[src/rtl/stall_pkg.sv]
// rtl/stall_pkg.sv - shared types and helpers for the fetch/writeback stall sequencer
//
// Purpose: sequencer state encoding (also reused by core perf counters) and
// the latency clamp helper.
package stall_pkg;

  // Encoding 2'b11 is never entered by design; the sequencer recovers from it.
  typedef enum logic [1:0] {
    ST_ISSUE  = 2'd0,
    ST_WAIT   = 2'd1,
    ST_COMMIT = 2'd2
  } stall_state_t;

  localparam int ST_W = 2;

  // Saturate a requested latency to the largest latency the counter supports.
  function automatic int unsigned clamp_lat(input int unsigned lat,
                                            input int unsigned lat_max);
    return (lat > lat_max) ? lat_max : lat;
  endfunction

endpackage

[src/rtl/lat_down_counter.sv]
// rtl/lat_down_counter.sv - loadable down counter timing the memory read latency
//
// Purpose: holds the remaining WAIT cycles of the current instruction.
// Ports:
//   clk          in   clock, rising edge
//   i_resetn     in   synchronous active-low reset, clears the count
//   i_clear      in   clears the count (beats freeze/load/dec)
//   i_freeze     in   holds the count (beats load/dec)
//   i_load       in   loads i_load_val
//   i_load_val   in   value to load
//   i_dec        in   decrements by one, saturating at zero
//   o_count      out  current count
//   o_is_one     out  count equals one (last WAIT cycle)
module lat_down_counter #(
  parameter int CNT_W = 3
) (
  input  logic             clk,
  input  logic             i_resetn,
  input  logic             i_clear,
  input  logic             i_freeze,
  input  logic             i_load,
  input  logic [CNT_W-1:0] i_load_val,
  input  logic             i_dec,
  output logic [CNT_W-1:0] o_count,
  output logic             o_is_one
);

  logic [CNT_W-1:0] r_count;

  always_ff @(posedge clk) begin
    if (!i_resetn) begin
      r_count <= '0;
    end else if (i_clear) begin
      r_count <= '0;
    end else if (!i_freeze) begin
      if (i_load) begin
        r_count <= i_load_val;
      end else if (i_dec && (r_count != '0)) begin
        // Guarded so a stray decrement can never wrap to all-ones.
        r_count <= r_count - CNT_W'(1);
      end
    end
  end

  assign o_count  = r_count;
  assign o_is_one = (r_count == CNT_W'(1));

endmodule

[src/rtl/stall_seq.sv]
// rtl/stall_seq.sv - fetch/writeback stall sequencer with programmable read latency
//
// Purpose: steps ISSUE -> WAIT (lat_eff cycles) -> COMMIT per instruction,
// producing the PC advance, memory stall window and register write enable.
// Ports:
//   clk           in   clock, rising edge
//   reset         in   synchronous active-low reset
//   lat_cfg       in   memory read latency, sampled in ISSUE, clamped to LAT_MAX
//   hold          in   freezes state and counter
//   flush         in   restarts at ISSUE, squashes a pending write
//   pc_advance    out  select next PC
//   mem_stall     out  memory read in flight
//   reg_write_en  out  register file write permitted
//   state         out  current state (debug/perf)
//   wait_left     out  remaining WAIT cycles including the current one
module stall_seq
  import stall_pkg::*;
#(
  parameter int LAT_MAX = 4,
  parameter int CNT_W   = $clog2(LAT_MAX + 1)
) (
  input  logic             clk,
  input  logic             reset,
  input  logic [CNT_W-1:0] lat_cfg,
  input  logic             hold,
  input  logic             flush,
  output logic             pc_advance,
  output logic             mem_stall,
  output logic             reg_write_en,
  output logic [ST_W-1:0]  state,
  output logic [CNT_W-1:0] wait_left
);

  stall_state_t     r_state;
  logic [CNT_W-1:0] w_lat_eff;
  logic [CNT_W-1:0] w_count;
  logic             w_is_one;
  logic             w_illegal;
  logic             w_is_issue;
  logic             w_is_wait;
  logic             w_is_commit;

  assign w_lat_eff   = CNT_W'(clamp_lat(32'(lat_cfg), 32'(LAT_MAX)));
  assign w_is_issue  = (r_state == ST_ISSUE);
  assign w_is_wait   = (r_state == ST_WAIT);
  assign w_is_commit = (r_state == ST_COMMIT);
  assign w_illegal   = !(w_is_issue || w_is_wait || w_is_commit);

  // Counter controls mirror the FSM priority: flush/illegal clear beats hold,
  // hold beats the load in ISSUE and the decrement in WAIT.
  lat_down_counter #(
    .CNT_W (CNT_W)
  ) u_lat_cnt (
    .clk        (clk),
    .i_resetn   (reset),
    .i_clear    (flush || w_illegal),
    .i_freeze   (hold),
    .i_load     (w_is_issue),
    .i_load_val (w_lat_eff),
    .i_dec      (w_is_wait),
    .o_count    (w_count),
    .o_is_one   (w_is_one)
  );

  always_ff @(posedge clk) begin
    if (!reset) begin
      r_state <= ST_ISSUE;
    end else if (flush || w_illegal) begin
      // Illegal encodings recover even under hold so they cannot stick.
      r_state <= ST_ISSUE;
    end else if (!hold) begin
      case (r_state)
        ST_ISSUE:  r_state <= (w_lat_eff != '0) ? ST_WAIT : ST_COMMIT;
        // Leaving at count one keeps the counter from ever underflowing.
        ST_WAIT:   if (w_is_one) r_state <= ST_COMMIT;
        ST_COMMIT: r_state <= ST_ISSUE;
        default:   r_state <= ST_ISSUE;
      endcase
    end
  end

  // Outputs decode the state register directly; reset forces them low so
  // downstream never sees a stale state while the core is held in reset.
  assign pc_advance   = reset && w_is_issue && !hold;
  assign mem_stall    = reset && w_is_wait;
  assign reg_write_en = reset && w_is_commit && !hold && !flush;
  assign state        = (reset && !w_illegal) ? ST_W'(r_state) : '0;
  assign wait_left    = (reset && w_is_wait) ? w_count : '0;

endmodule

[config.mk]
export PLATFORM = sky130hd
export DESIGN_NAME = stall_seq
export DESIGN_NICKNAME = d
export VERILOG_FILES = /design/src/rtl/stall_pkg.sv /design/src/rtl/lat_down_counter.sv /design/src/rtl/stall_seq.sv
export SDC_FILE = /design/constraint.sdc
export NUM_CORES = 1
export LEC_CHECK = 0
export CAP_MARGIN = 20
export CORE_AREA = 2 2 39 41
export CTS_CLUSTER_DIAMETER = 80
export DETAILED_ROUTE_END_ITERATION = 8
export DIE_AREA = 0 0 41 43
export PLACE_DENSITY = 0.6
export SETUP_SLACK_MARGIN = 0.05
export SKIP_LAST_GASP = 1
export SYNTH_ARGS = -nofsm -noshare
export SYNTH_HDL_FRONTEND = slang
export SYNTH_HIERARCHICAL = 1
export SYNTH_SLANG_ARGS = --single-unit
[constraint.sdc]
create_clock -name clk -period 3.39 [get_ports clk]
set_input_delay 0.5085 -clock clk [delete_from_list [all_inputs] [get_ports clk]]
set_output_delay 0.5085 -clock clk [all_outputs]
set_load 0.05 [all_outputs]
==> results.toml, run 1 <==
[synth]
syn_area_um2 = 464
yosys-top-cells-area = "dfxtp_1 (22%), ha_1 (8.1%), nand2_1 (6.5%)"
netlist_instances = 60
ys_seq_area_share_pct = 21.6
post-synth-top-area-fraction_pct = 21.6
ys_types = 25
yosys_warnings = 6
synth.largest_area_cell = "dfxtp_1"
synth-seq-cells = 5
synthesis.nets = 70
synth.avg_cell_area_um2 = 7.74

[timing]
hold_viol_final = 0
fin_tns_setup_ns = 0
slew_headroom_pct = 56.5
tightestPinTransition_ns = 0.650
setup_ws_ns = 0.647
slew_viol_final = 0
post-route-period-util_pct = 80.9
period_minus_slack_ns = 2.74
fin_worst_skew_ns = 0.000943
rsz0062_at_grt = "false"
setup_viol = 0
fmax_mhz = 365

[detailed_routing]
vias_per_cell = 4.87
vias = 438
dr.pass1.iters = 2
final_antenna_net_count = 0
drc = 0
post_drt_wl_per_cell_um = 10.3
drtIter0Drc = 2
wl_um = 923

[cts]
clk_latency_ns = 0.23
clock_sinks = 5
clk_pin_slew_worst_paths_ns = 0.04
cts_setup_buffers = 0
cts_buffers = 3
clock_path_buffers = 2
cts_root_buf = "clkbuf_4"
htree_levels = 1
hold_buffers = 0
post_cts_resize_count = 0
cts_tree = "yes"

[placed_design]
post-place-ws_ns = 0.622
detailed_place_hpwl_um = 771
gp_congestion = 0.739
io_buffer_count = 14

[flow_run]
drv_cap = 0

[global_route]
antenna_found_initial = 0
grt_usage_pct = 12.8
grt_overflow = 0
grt_max_degree = 10
grt_pass1_vias = 432
grt_pass1_wl_mm = 1.64

[floorplanning]
die_width_um = 41
ios = 15
start_util_pct = 33.5
core_area_um2 = 1380
dieArea_um2 = 1760
die_h_um = 43
num_rows = 14

[min_path]
holdCritPathClass = "flop to flop"
holdPathStages = 2

[setup_path]
worstPathArrival_ns = 2.23
cp_max_fo = 9
critical_path_class = "primary input to output port"
reg2reg_depth = 5
crit_required_ns = 2.88
end_kind = "output port"
worstSetupStartpointType = "primary input"

[power]
p_leak_nw = 0.238
peakVddDrop_uv = 83.7
p_per_area_nw_per_um2 = 282

[finish]
n_antenna_cell = 0
area_growth_pct = 33.7
layout-drive-gt1-share_pct = 13.5
nNetsFinal = 85
mostFrequentLayoutCells = "clkdlybuf4s50_1 (14), nand2_1 (8), a21oi_1 (5), dfxtp_1 (5)"
final_common_cell = "clkdlybuf4s50_1"

[status]
status = "completed"
sequential cells by signal, summed over array words and instances, names as in the netlist:
name,cells
r_state,2
u_lat_cnt/o_count,3
through the flow:
step                      hold slack (ns)  instances  instance area (um2)  power, mW  utilization (%)
final                               0.498         90                  621      0.175             44.8
after global routing                0.515         90                  621      0.186             44.8
after CTS                           0.495         90                  621      0.178             44.8
after detailed placement            0.487         86                  594      0.112             42.9
after global placement              0.491         86                  594      0.112             42.9
after floorplan                     0.458         60                  464     0.0977                -
cell usage after synthesis (all sizes together):
| library cell | n |
|---|---|
| o21bai | 1 |
| or4 | 1 |
| or2b | 1 |
| buf | 2 |
| nand2 | 8 |
| ha | 3 |
| a211o | 1 |
| o21ai | 4 |
| a22o | 1 |
| o31ai | 1 |
| and2 | 3 |
| a311oi | 1 |
| nor2 | 5 |
| nor4 | 1 |
| clkbuf | 2 |
| nor3b | 1 |
| a21oi | 7 |
| dfxtp | 5 |
| inv | 3 |
| nor3 | 1 |
| nand2b | 1 |
| nor2b | 4 |
| and3 | 3 |
worst max-delay path: stages:
cell	delay, ns
clkdlybuf4s50_1	0.60
nand2_1	0.11
nor4_1	0.17
clkdlybuf4s50_1	0.84
path summary, 6_finish.rpt:
| kind | end | startpoint | slack, ns |
|---|---|---|---|
| max reg2reg | u_lat_cnt/o_count[0] | r_state[0] | 1.76 |
| min | u_lat_cnt/o_count[1] | u_lat_cnt/o_count[1] | 0.50 |
| max | reg_write_en | reset | 0.65 |
| min reg2reg | u_lat_cnt/o_count[1] | u_lat_cnt/o_count[1] | 0.50 |
layout make-up:
cell class	instances	area (um2)
timing repair buffer	14	140
clock buffer	4	26.3
tap	16	20.0
fill	159	763
sequential	5	100
multi-input combinational	48	323
inverter	3	11.3
per-layer routing:
| layer | track usage (%) | vias up | wire length (um) |
|---|---|---|---|
| li1 | - | 235 | - |
| met1 | 14.4 | 194 | 396 |
| met2 | 23.1 | 9 | 490 |
| met3 | 0 | 0 | 36 |
| met4 | 6.00 | 0 | 0 |
| met5 | 0 | - | 0 |
cells by family (layout without fill, tap and decap cells):
family,after synthesis,count (layout),synth area share (%)
flip-flops,5,5,21.6
AND/OR/NAND/NOR,29,29,36.7
adder cells (fa/ha/maj),3,3,8.09
buffers and inverters,7,21,8.89
AO/OA/AOI/OAI,16,16,24.8
power breakdown:
part           internal, mW  switching [mW]  leakage (nW)
registers            0.0611         0.00318        0.0406
logic                0.0213          0.0253         0.182
clock network        0.0442          0.0199        0.0150
No activity file was read; power rests on OpenSTA's default activity.
==> run 2, diff against run 1 <==
PLACE_DENSITY = 0.63   (was 0.6)
clock period = 2.5 ns   (was 3.39 ns; I/O delays follow)
==> run 2 against run 1 <==
Against the previous run:
- non-clock buffer count stayed put
- largest power group is now the clock network
- largest cell class unchanged
- count of clock-buffer cells in the layout is the same
- flip-flop and latch count unchanged
- critical endpoint unchanged
- highest routed layer unchanged
- cell area up 0.81%
==> results.toml, run 2 (synthesis gave the netlist of run 1 again) <==
[placed_design]
gp_congestion = 0.720
place_inst = 86
io_buffer_count = 14
dpl_cell_area_um2 = 599
detailed_place_hpwl_um = 792

[setup_path]
timing.rr.start = "r_state[0]"
crit_required_ns = 2.12
worstPathArrival_ns = 1.63
end_kind = "output port"
worstSetupStartpointType = "primary input"
cp_max_fo = 9
critical_path_class = "primary input to output port"
crit_start = "reset"

[global_route]
antenna_found_initial = 0
grt_pass1_wl_mm = 1.56
grt_pass1_vias = 399
grt_max_degree = 10
grt_usage_pct = 13.1
grt_overflow = 0

[timing]
fin_tns_setup_ns = 0
holdWs_ns = 0.504
slew_viol_final = 0
fmax_mhz = 500
rsz0062_at_grt = "false"
post-route-period-util_pct = 80.0
fin_worst_skew_ns = 0.000986
setup_viol = 0
tightestPinTransition_ns = 0.633
slew_headroom_pct = 57.6
period_minus_slack_ns = 2.00
hold_viol_final = 0

[detailed_routing]
vias_per_cell = 4.96
post_drt_wl_per_cell_um = 10.9
vias = 446
final_antenna_net_count = 0
wl_um = 978
dr.pass1.iters = 4
drc = 0
drtIter0Drc = 14

[floorplanning]
start_util_pct = 33.5
dieArea_um2 = 1760
ios = 15
die_h_um = 43
num_rows = 14
die_width_um = 41
core_area_um2 = 1380

[cts]
cts_root_buf = "clkbuf_4"
htree_levels = 1
clk_latency_ns = 0.24
clk_pin_slew_worst_paths_ns = 0.04
clock_sinks = 5
cts_buffers = 3
cts_tree = "yes"
hold_buffers = 0
post_cts_resize_count = 0
clock_path_buffers = 2
cts_setup_buffers = 0

[finish]
n_antenna_cell = 0
area_growth_pct = 34.8
final_cell_area_um2 = 626
nNetsFinal = 85
final_common_cell = "nand2_1"
fin_cells = 90
largest_reg_flops = 3
layout-drive-gt1-share_pct = 24.3
mostFrequentLayoutCells = "nand2_1 (8), clkdlybuf4s50_1 (6), buf_4 (6)"

[min_path]
holdCritPathClass = "flop to flop"
hp-start = "u_lat_cnt/o_count[1]"

[flow_run]
drv_cap = 0

[status]
status = "completed"

[power]
p_per_area_nw_per_um2 = 393
p_leak_nw = 0.259
peakVddDrop_uv = 106
p_total_mw = 0.246
[run 2: cell types whose count changed in the layout (fill, tap and decap cells not counted), sizes merged]
| cell | delta |
|---|---|
| buf | +8 |
| clkdlybuf4s50 | -8 |
[run 2: per-stage QoR]
stage	util, %	worst slack (ns)
detailed placement	43.3	0.483
floorplan	-	0.0697
finish	45.2	0.499
global route	45.2	0.410
CTS	45.2	0.481
global placement	43.3	0.508
[run 2: path summary, 6_finish.rpt]
check                          to  slack, ns  depth (start not counted)
max                  reg_write_en       0.50                          4
max reg2reg  u_lat_cnt/o_count[0]       0.88                          5
min          u_lat_cnt/o_count[1]       0.50                          2
min reg2reg  u_lat_cnt/o_count[1]       0.50                          2
[run 2: final cells by class]
cell class	count	area, um2
repair buffers	14	145
clock buffers	4	26.3
fillers	155	758
flip-flops and latches	5	100
multi-input cells	48	323
well taps	16	20.0
inverters	3	11.3
[run 2: layer usage]
layer  part of all wire [%]  GRT usage, %
met4                      0          12.0
met3                    5.2             0
met2                     53          20.9
met1                     41          14.7
met5                      0             0
[run 2: critical path: stages]
cell	delay, ns
clkdlybuf4s50_1	0.58
nand2_1	0.10
nor4_1	0.37
buf_12	0.20
[run 2: power by group]
group / internal, mW / switching, mW / total, mW
logic: 0.0305 / 0.0351 / 0.0656
clock network: 0.0603 / 0.0327 / 0.0931
registers: 0.0828 / 0.00437 / 0.0872
